[src/rtl/sub_pkg.sv]
// sub_pkg: shared state encoding for the bit-serial subtractor controller
package sub_pkg;
  localparam int STATE_W = 2;
  typedef enum logic [STATE_W-1:0] {
    ST_IDLE = 2'd0,
    ST_RUN  = 2'd1,
    ST_DONE = 2'd2
  } state_t;
endpackage

[src/rtl/fullSubtractor.sv]
// fullSubtractor: single-bit combinational a - b - bo_in cell
module fullSubtractor (
  input  logic a,
  input  logic b,
  input  logic bo_in,
  output logic diff,
  output logic bo_out
);
  assign diff   = a ^ b ^ bo_in;
  assign bo_out = (~a & b) | (~(a ^ b) & bo_in);
endmodule

[src/rtl/serial_subtractor_ctrl.sv]
// serial_subtractor_ctrl: LSB-first bit-serial WIDTH-bit subtractor, one bit per clock
module serial_subtractor_ctrl #(
  parameter int WIDTH = 8
) (
  input  logic             clk,
  input  logic             rst,
  input  logic             start,
  input  logic [WIDTH-1:0] a,
  input  logic [WIDTH-1:0] b,
  input  logic             bin,
  output logic             busy,
  output logic             done,
  output logic [WIDTH-1:0] diff,
  output logic             bout
);
  import sub_pkg::*;
  localparam int CW = $clog2(WIDTH) + 1;
  state_t           state_q, state_d;
  logic [WIDTH-1:0] a_sh_q, a_sh_d, b_sh_q, b_sh_d, res_sh_q, res_sh_d, diff_q, diff_d;
  logic             brw_q, brw_d, bout_q, bout_d;
  logic [CW-1:0]    cnt_q, cnt_d;
  logic             d, bo, accept, last;
  fullSubtractor u_fs (
    .a     (a_sh_q[0]),
    .b     (b_sh_q[0]),
    .bo_in (brw_q),
    .diff  (d),
    .bo_out(bo)
  );
  always_comb begin
    state_d  = state_q;
    a_sh_d   = a_sh_q;
    b_sh_d   = b_sh_q;
    res_sh_d = res_sh_q;
    diff_d   = diff_q;
    brw_d    = brw_q;
    bout_d   = bout_q;
    cnt_d    = cnt_q;
    accept   = start && (state_q == ST_IDLE || state_q == ST_DONE);
    last     = cnt_q == CW'(WIDTH - 1);
    if (accept) begin
      a_sh_d  = a;
      b_sh_d  = b;
      brw_d   = bin;
      cnt_d   = '0;
      state_d = ST_RUN;
    end else if (state_q == ST_RUN) begin
      a_sh_d   = a_sh_q >> 1;
      b_sh_d   = b_sh_q >> 1;
      res_sh_d = WIDTH'({d, res_sh_q} >> 1);
      brw_d    = bo;
      cnt_d    = cnt_q + CW'(1);
      if (last) begin
        diff_d  = res_sh_d;
        bout_d  = bo;
        state_d = ST_DONE;
      end
    end else begin
      // DONE without a new request, and the unused encoding, both fall back to IDLE
      state_d = ST_IDLE;
    end
  end
  always_ff @(posedge clk) begin
    if (rst) begin
      state_q  <= ST_IDLE;
      a_sh_q   <= '0;
      b_sh_q   <= '0;
      res_sh_q <= '0;
      diff_q   <= '0;
      brw_q    <= 1'b0;
      bout_q   <= 1'b0;
      cnt_q    <= '0;
    end else begin
      state_q  <= state_d;
      a_sh_q   <= a_sh_d;
      b_sh_q   <= b_sh_d;
      res_sh_q <= res_sh_d;
      diff_q   <= diff_d;
      brw_q    <= brw_d;
      bout_q   <= bout_d;
      cnt_q    <= cnt_d;
    end
  end
  assign busy = state_q == ST_RUN;
  assign done = state_q == ST_DONE;
  assign diff = diff_q;
  assign bout = bout_q;
endmodule

[config.mk]
export PLATFORM = sky130hd
export DESIGN_NAME = serial_subtractor_ctrl
export DESIGN_NICKNAME = d
export VERILOG_FILES = /design/src/rtl/sub_pkg.sv /design/src/rtl/fullSubtractor.sv /design/src/rtl/serial_subtractor_ctrl.sv
export SDC_FILE = /design/constraint.sdc
export NUM_CORES = 1
export LEC_CHECK = 0
export CAP_MARGIN = 20
export CORE_UTILIZATION = 40
export CTS_BUF_LIST = sky130_fd_sc_hd__clkbuf_8 sky130_fd_sc_hd__clkbuf_16
export DETAILED_ROUTE_END_ITERATION = 8
export PLACE_DENSITY = 0.78
export SETUP_SLACK_MARGIN = 0.02
export SYNTH_ARGS = -nofsm -noshare
export SYNTH_HDL_FRONTEND = slang
export SYNTH_SLANG_ARGS = --single-unit
[constraint.sdc]
create_clock -name clk -period 1.36 [get_ports clk]
set_clock_uncertainty 0.15 [all_clocks]
set_input_delay 0.136 -clock clk [delete_from_list [all_inputs] [get_ports clk]]
set_output_delay 0.136 -clock clk [all_outputs]
set_load 0.05 [all_outputs]
Word-level counts from Yosys, hierarchy flattened. Index checks and enable logic that the tools add are counted. Widths: inputs -> output; s select.

Equality and inequality tests: 4. Reduce and logical (&&, ||, !) cells: 8. $add $sub $neg: 1. Bitwise operators: 9. Multiplexer cells: 9.

Operators by type and width (number): $mux 8 (4); $mux 1 (5); $add 4x1->4 const B (1); $eq 4x3->1 const B (1); $not 1->1 (4); $ne 3x1->1 const B (1); $reduce_and 3->1 (1); $reduce_or 3->1 (1); $and 1x1->1 (2); $eq 2x1->1 const B (1); $eq 2x2->1 const B (1); $logic_not 2->1 (1); $reduce_and 2->1 (1); $reduce_bool 2->1 (1); $reduce_or 2->1 (1); $xor 1x1->1 (2); $logic_and 1x1->1 (1); $logic_or 1x1->1 (1); $or 1x1->1 (1).

Register bits after elaboration: 40. Output and inout bits: 11. Word-level logic and storage cells: 40. Input bits: 20.

Longest topological paths before layout. Gate-level depths: netlist of the first run.

Word-level depth: 6. Gate-level depth with buffers: 6. Depth with buffers taken out: 4.

Modules after synthesis. Synthesis of the first run repeated with hierarchy kept, for this count alone.

Cell total of the unflattened synthesis: 184. Area, all modules: 1647.8 um^2.

Modules (own cells, without submodules): serial_subtractor_ctrl (area each 1616.6 um^2, times used 1, sequential area each 780.7 um^2, cells each 180); fullSubtractor (area each 31.3 um^2, times used 1, sequential area each 0.0 um^2, cells each 4).

Least setup slack after synthesis of the first run. No wires, ideal clock.

Path type: reg2reg. Start point: register state_q[1]. End point: register res_sh_q[4]. Cell stages (with the launch flop): 7. Slack: -10 ps. Clock period less this slack: 1370 ps. Path buffers: 2. Data required time: 1140 ps. Library setup time: 70 ps. Arrival: 1150 ps. Cell sequence: dfxtp_1 -> nand2b_1 -> buf_6 -> inv_4 -> buf_2 -> nand2_1 -> a21oi_1.

Elaborated cells on any way between the ends: 7. Those cells by class: eq/ne: 2; bitwise: 1; reduce/logical: 4.

RTL lines: start: declaration (line serial_subtractor_ctrl.sv:18) `state_t state_q, state_d;`; start signal: assignment (line serial_subtractor_ctrl.sv:74) `state_q <= state_d;`; $eq 2x1->1; net busy (line serial_subtractor_ctrl.sv:11) `output logic busy,`; $reduce_and 2->1 (no source line); end signal: assignment (line serial_subtractor_ctrl.sv:77) `res_sh_q <= res_sh_d;`; end: declaration (line serial_subtractor_ctrl.sv:19) `logic [WIDTH-1:0] a_sh_q, a_sh_d, b_sh_q, b_sh_d, res_sh_q, res_sh_d, diff_q, diff_d;`.

The timed path passes the listed nets, and every way through them passes these cells. A chain may end at the register's enable or synchronous reset.

Worst setup path after layout of the first run.
Start point: register state_q[1]. End point: output busy.

Word-level cells in the longest chain between the ends: 1.

Ends and longest elaborated chain: $eq 2x1->1 (line serial_subtractor_ctrl.sv:84) `assign busy = state_q == ST_RUN;`; end: declaration (line serial_subtractor_ctrl.sv:11).

Every way passes these cells.

==> impl_metrics.ini, run 1 <==
[grt]
number_of_antenna_violations_at_the_first_check_in_global_routing = 0
total_routing_usage_gr = 0.201
number_of_global_route_vias_before_repair = 1416
grt_max_degree = 40
gr-total-overflow = 0
grt_first_pass_wirelength_microns = 6410

[setup_path]
required_ps = 1070
worst-setup-path-type = reg -> out
worstPathBufferInverterCount = 3
path_depth = 4
critical_path.most_common_cell = sky130_fd_sc_hd__buf_12
critPathMaxFanout = 4
cpMaxStageDelayCell = sky130_fd_sc_hd__dfxtp_2
launch_point_of_the_worst_path = state_q[1]$_SDFFE_PP0P_
critical_path_arrival_ps = 1110
path_cells = nand2b_4 -> inv_8 -> buf_12 -> buf_12
timing.critical_path.to_type = output pin
critPathLaunchType = register
regToRegStartpoint = state_q[1]$_SDFFE_PP0P_
worst_path_dominant_cell_family = flip-flops
maximum_cell_stage_delay_along_the_critical_path_ps = 330
worst_reg2reg_path_depth = 6

[yosys]
fraction_of_the_yosys_area_taken_by_sequential_cells = 0.496
postSynth.asyncResetShare = 0
synthFlopType = sky130_fd_sc_hd__dfxtp_1
ys_types = 29
syn-instance-count = 183
synthesis.area_sq_mm = 0.00157
synth_edf_count = 0
synth_fp_nets = 205
synth.ff_latch_count = 39
synth_area_per_cell_sq_um = 8.60
ys_top_cells_by_area = sky130_fd_sc_hd__dfxtp_1, sky130_fd_sc_hd__a21oi_1, sky130_fd_sc_hd__nand2_1
yosys_warnings = 0
yosys.area.top_type_share = 0.496
netlist.top_cell.by_area = sky130_fd_sc_hd__dfxtp_1

[placement]
globalplace.congestion = 0.775
dp.cells = 259
dp.final_hpwl_microns = 2330
port_buffers = 30

[clocking]
clk_latency_ps = 290
cts_max_level = 2
tritoncts_clock_tree = yes
numCtsBuffers = 5
clockBufferDepth = 2
tritoncts_num_sinks = 39
clock-root-buffer = sky130_fd_sc_hd__clkbuf_8
clkSlewWorstSetupHoldPaths_ps = 70

[route]
route.final.wire_length_microns = 3960
avgRoutedWirePerCell_microns = 14.3
starting_drc_count_in_detailed_routing = 98
via_per_inst = 5.39
vias = 1489
iteration_count_of_the_initial_detailed_routing_pass = 4
drtAntennaViolNets = 0
drcViolationCount = 0

[sta]
timing.fmax_mhz = 717
slew_headroom = 0.859
rsz0062_at_grt = true
max_slew.worst_pin.slew_ps = 210
final_period_minus_worst_setup_slack_ps = 1390
holdWs_ps = 284
setup_viol_count_final = 6
hold_viol = 0
drv_slew = 0
final_critical_path_setup_slack_ps = -34.7
portion_of_the_clock_cycle_consumed_by_the_worst_path_in_the_final_layout = 1.03

[hold_path]
type_of_the_tightest_min_delay_check = in -> reg
timing.hold.worst_path_depth = 3
hold_path.startpoint = a[3]

[power_and_ir_drop]
max-vdd-ir-drop_mv = 0.533
power_per_cell_area_mw_per_mm2 = 981
total_leakage_power_uw = 0.000860

[final_layout]
insertedDiodeCount = 0
stdcell_count = 276
final_common_cell = sky130_fd_sc_hd__dfxtp_1
design.final.nets = 249
layout-area-overhead-vs-synth_pct = 54.0
post_route_cells_drive_above_1_share = 0.294
fill_cells = 280
final_cell_mix = sky130_fd_sc_hd__dfxtp_1, sky130_fd_sc_hd__nand2_1, sky130_fd_sc_hd__clkdlybuf4s50_1

[die]
initial_core_utilization = 0.424
dieWidth_microns = 64.7
fp.coreArea_sq_mm = 0.00372
die_height_microns = 64.7
boundaryPins = 31
die_area_sq_mm = 0.00419
fp-row-count = 22

[run]
cap_viol_max_count = 0

[run_status]
status = finished with violations
failed_checks = setup timing
-- power by group --
group	total, uW	switching [uW]	internal, uW
Combinational	425	207	217
Sequential	1230	33.9	1190
Clock	725	380	344
Total	2380	622	1760
-- cell usage after synthesis (2+ instances only) --
| library cell | count |
|---|---|
| sky130_fd_sc_hd__dfxtp_1 | 39 |
| sky130_fd_sc_hd__nand2_1 | 28 |
| sky130_fd_sc_hd__a21oi_1 | 21 |
| sky130_fd_sc_hd__nor3_1 | 14 |
| sky130_fd_sc_hd__nand3_1 | 13 |
| sky130_fd_sc_hd__buf_2 | 10 |
| sky130_fd_sc_hd__o21ai_0 | 9 |
| sky130_fd_sc_hd__a311oi_1 | 8 |
| sky130_fd_sc_hd__nor2_1 | 8 |
| sky130_fd_sc_hd__clkbuf_1 | 4 |
| sky130_fd_sc_hd__o22ai_1 | 4 |
| sky130_fd_sc_hd__a22oi_1 | 3 |
| sky130_fd_sc_hd__mux2i_1 | 3 |
| sky130_fd_sc_hd__inv_1 | 2 |
| sky130_fd_sc_hd__nand2b_1 | 2 |
| sky130_fd_sc_hd__nand3b_1 | 2 |
-- tightest hold or removal path, stage by stage --
cell,delay [ps]
sky130_fd_sc_hd__clkdlybuf4s50_1,390
sky130_fd_sc_hd__nor2_1,100
sky130_fd_sc_hd__a311oi_1,50
-- routing by layer --
layer / global-route usage / wire length [microns] / vias to the layer above / share of wire
met5: 0 / 0 / - / 0
li1: - / - / 733 / -
met1: 0.233 / 1690 / 712 / 0.43
met3: 0.0528 / 161 / 9 / 0.041
met4: 0.0944 / 113 / 0 / 0.029
met2: 0.340 / 1990 / 35 / 0.50
-- through the flow --
step	cell area [sq um]	util	setup TNS (ps)	worst slack [ps]	total power [uW]
after global routing	2420	0.652	-1360	-97.4	2500
after floorplan	1580	-	0	25.3	1450
final	2420	0.652	-92.5	-34.7	2380
after detailed placement	2120	0.569	-759	-120	1590
after CTS	2280	0.612	-8.84	-8.84	2350
after global placement	2120	0.569	-221	-81.7	1580
-- logic make-up after synthesis --
family,Yosys count,synth area share
and+or+nand+nor,71,0.207
AOI/OAI and AO/OA,47,0.184
DFF,39,0.496
buffers and inverters,19,0.0620
muxes,3,0.0191
xor gates and xnor gates,2,0.0111
adders and majority gates,2,0.0207
-- path summary, 6_finish.rpt --
kind / slack [ps] / end
worst max-delay path: -30 / busy
worst min register to register: 310 / res_sh_q[1]$_SDFFE_PP0P_
worst min-delay path: 280 / a_sh_q[3]$_SDFFE_PP0P_
worst max register to register: -30 / a_sh_q[1]$_SDFFE_PP0P_
-- registers in the layout (all words and copies together), names as in the netlist --
signal,count
bout,1
brw_q,1
state_q,2
a_sh_q,8
res_sh_q,7
cnt_q,4
diff,8
b_sh_q,8
-- final cells by class --
cell class,count,area (sq um),area share
inverters,3,18.8,0.00774
repair buffers,52,657,0.271
clock buffers,5,68.8,0.0284
multi-input cells,125,806,0.332
well taps,48,60.1,0.0248
clock inverters,3,12.5,0.00516
flip-flops and latches,39,790,0.326
repair inverters,1,11.3,0.00465
-- repair_timing --
action,in CTS,in global routing
gates cloned,1,0
setup endpoints to repair,28,31
hold buffers,0,0
pin swaps,2,6
gates resized for setup,17,29
setup buffers,5,3
Power figures use the tool's default switching activity.
==> run 2, diff against run 1 <==
CORE_ASPECT_RATIO = 2   (was not set)
==> impl_metrics.ini, run 2 (synthesis results as in run 1) <==
[run_status]
status = finished with violations
failed_checks = setup timing

[power_and_ir_drop]
power_per_cell_area_mw_per_mm2 = 1060
power.combinational.fraction = 0.172
total_leakage_power_uw = 0.000898
report.power.total_uw = 2660
power.clock.fraction = 0.366
switching_power_as_a_share_of_total_power = 0.257
cellInternalPower_uw = 1980
pwr-share-seq = 0.463
net-switching-power_uw = 683
max-vdd-ir-drop_mv = 0.972

[grt]
number_of_global_route_vias_before_repair = 1531
gr-total-overflow = 0
total_routing_usage_gr = 0.216
grt_max_degree = 40
grt_first_pass_wirelength_microns = 6670
number_of_antenna_violations_at_the_first_check_in_global_routing = 0

[final_layout]
final_cell_mix = sky130_fd_sc_hd__dfxtp_1, sky130_fd_sc_hd__nand2_1, sky130_fd_sc_hd__clkdlybuf4s50_1
final_common_cell = sky130_fd_sc_hd__dfxtp_1
stdcell_count = 281
design.final.nets = 253
fill_cells = 281
multi_input_area_sq_um = 837
sequential_cell_area_sq_um = 790
post_route_cells_drive_above_1_share = 0.349
layout-area-overhead-vs-synth_pct = 60.0
insertedDiodeCount = 0

[clocking]
clock-root-buffer = sky130_fd_sc_hd__clkbuf_8
cts_max_level = 2
clockBufferDepth = 2
clkSlewWorstSetupHoldPaths_ps = 80
numCtsBuffers = 5
tritoncts_num_sinks = 39
clk_latency_ps = 300
cts.hold.buffers_added = 0
tritoncts_clock_tree = yes

[sta]
slew_headroom = 0.855
hold_viol = 0
timing.fmax_mhz = 708
rsz0062_at_grt = true
final_critical_path_setup_slack_ps = -52.5
portion_of_the_clock_cycle_consumed_by_the_worst_path_in_the_final_layout = 1.04
final_period_minus_worst_setup_slack_ps = 1410
max_slew.worst_pin.slew_ps = 216
setup_viol_count_final = 3
drv_slew = 0

[route]
iteration_count_of_the_initial_detailed_routing_pass = 4
via_per_inst = 5.57
wl_met1_microns = 1720
starting_drc_count_in_detailed_routing = 57
avgRoutedWirePerCell_microns = 15.8
met3RoutedLength_microns = 207
drcViolationCount = 0
dr_wl_met2_microns = 2420
drtAntennaViolNets = 0
topRoutingLayerUsed = met4
vias = 1566
route.final.wire_length_microns = 4450

[placement]
dp.cells = 267
port_buffers = 30
dp_worst_slack_ps = -126
dp.final_hpwl_microns = 2480
globalplace.congestion = 0.773

[setup_path]
maximum_cell_stage_delay_along_the_critical_path_ps = 340
path_cells = nand2b_4 -> inv_8 -> buf_12 -> buf_12
worst-setup-path-type = reg -> out
critPathLaunchType = register
critical_path.most_common_cell = sky130_fd_sc_hd__buf_12
critPathMaxFanout = 7
cpMaxStageDelayCell = sky130_fd_sc_hd__dfxtp_2
critical_path_arrival_ps = 1130
required_ps = 1070
timing.critical_path.to_type = output pin

[hold_path]
type_of_the_tightest_min_delay_check = in -> reg

[die]
boundaryPins = 31
die_area_sq_mm = 0.00420
fp-row-count = 31
die_height_microns = 90.7
fp.coreArea_sq_mm = 0.00368
initial_core_utilization = 0.427
dieWidth_microns = 46.4

[run]
cap_viol_max_count = 0
run 2: power by group through the flow:
| stage | registers (uW) | logic, uW | clock network [uW] |
|---|---|---|---|
| 2_1_floorplan | 1240 | 203 | 0 |
| 3_3_place_gp | 1250 | 350 | 0 |
| 3_5_place_dp | 1250 | 352 | 0 |
| 4_1_cts | 1230 | 418 | 984 |
| 5_1_grt | 1240 | 489 | 1020 |
| 6_report | 1230 | 457 | 974 |
run 2: what timing repair did:
| item | 4_1_cts | 5_1_grt |
|---|---|---|
| gates cloned | 2 | 0 |
| pin swaps | 6 | 13 |
| resized for setup | 31 | 27 |
| setup endpoints to repair | 37 | 30 |
| buffers inserted | 2 | 2 |
run 2: worst paths after layout:
check	from	end	slack (ps)	depth (start not counted)
worst max register to register	brw_q$_SDFFE_PP0P_	diff[7]$_SDFFE_PP0P_	-20	4
worst min register to register	res_sh_q[7]$_SDFFE_PP0P_	res_sh_q[7]$_SDFFE_PP0P_	330	2
worst min-delay path	b[3]	b_sh_q[3]$_SDFFE_PP0P_	280	3
worst max-delay path	state_q[1]$_SDFFE_PP0P_	busy	-50	4
run 2: critical path, delay by kind of cell, from the launching register on:
| kind | cells | cell delay (ps) |
|---|---|---|
| buffers and inverters | 3 | 310 |
| and+or+nand+nor | 1 | 180 |
| DFF | 1 | 340 |
run 2: area by class of cell:
cell class,count,area share
timing repair inverter,1,0.00248
multi-input combinational,125,0.332
clock buffer,5,0.0273
sequential,39,0.313
timing repair buffer,56,0.275
clock inverter,3,0.0174
inverter,3,0.00745
tap,49,0.0243
run 2: routing by layer:
metal | global-route usage | vias up
met1 | 0.239 | 765
met5 | 0 | -
met2 | 0.348 | 51
li1 | - | 741
met3 | 0.0500 | 9
met4 | 0.127 | 0
run 2: per-stage QoR:
stage	setup TNS [ps]	util	hold slack [ps]	cell area (sq um)
final	-70.5	0.684	283	2520
after global routing	-579	0.684	294	2520
after CTS	-55.4	0.652	291	2400
after detailed placement	-2170	0.585	304	2160
after global placement	-1630	0.585	300	2160
after floorplan	0	-	160	1580
==> run 3, diff against run 2 <==
SLEW_MARGIN = 10   (was not set)
==> results of run 3 <==
Same layout as run 2: the final DEF is identical, and so are final timing and power.
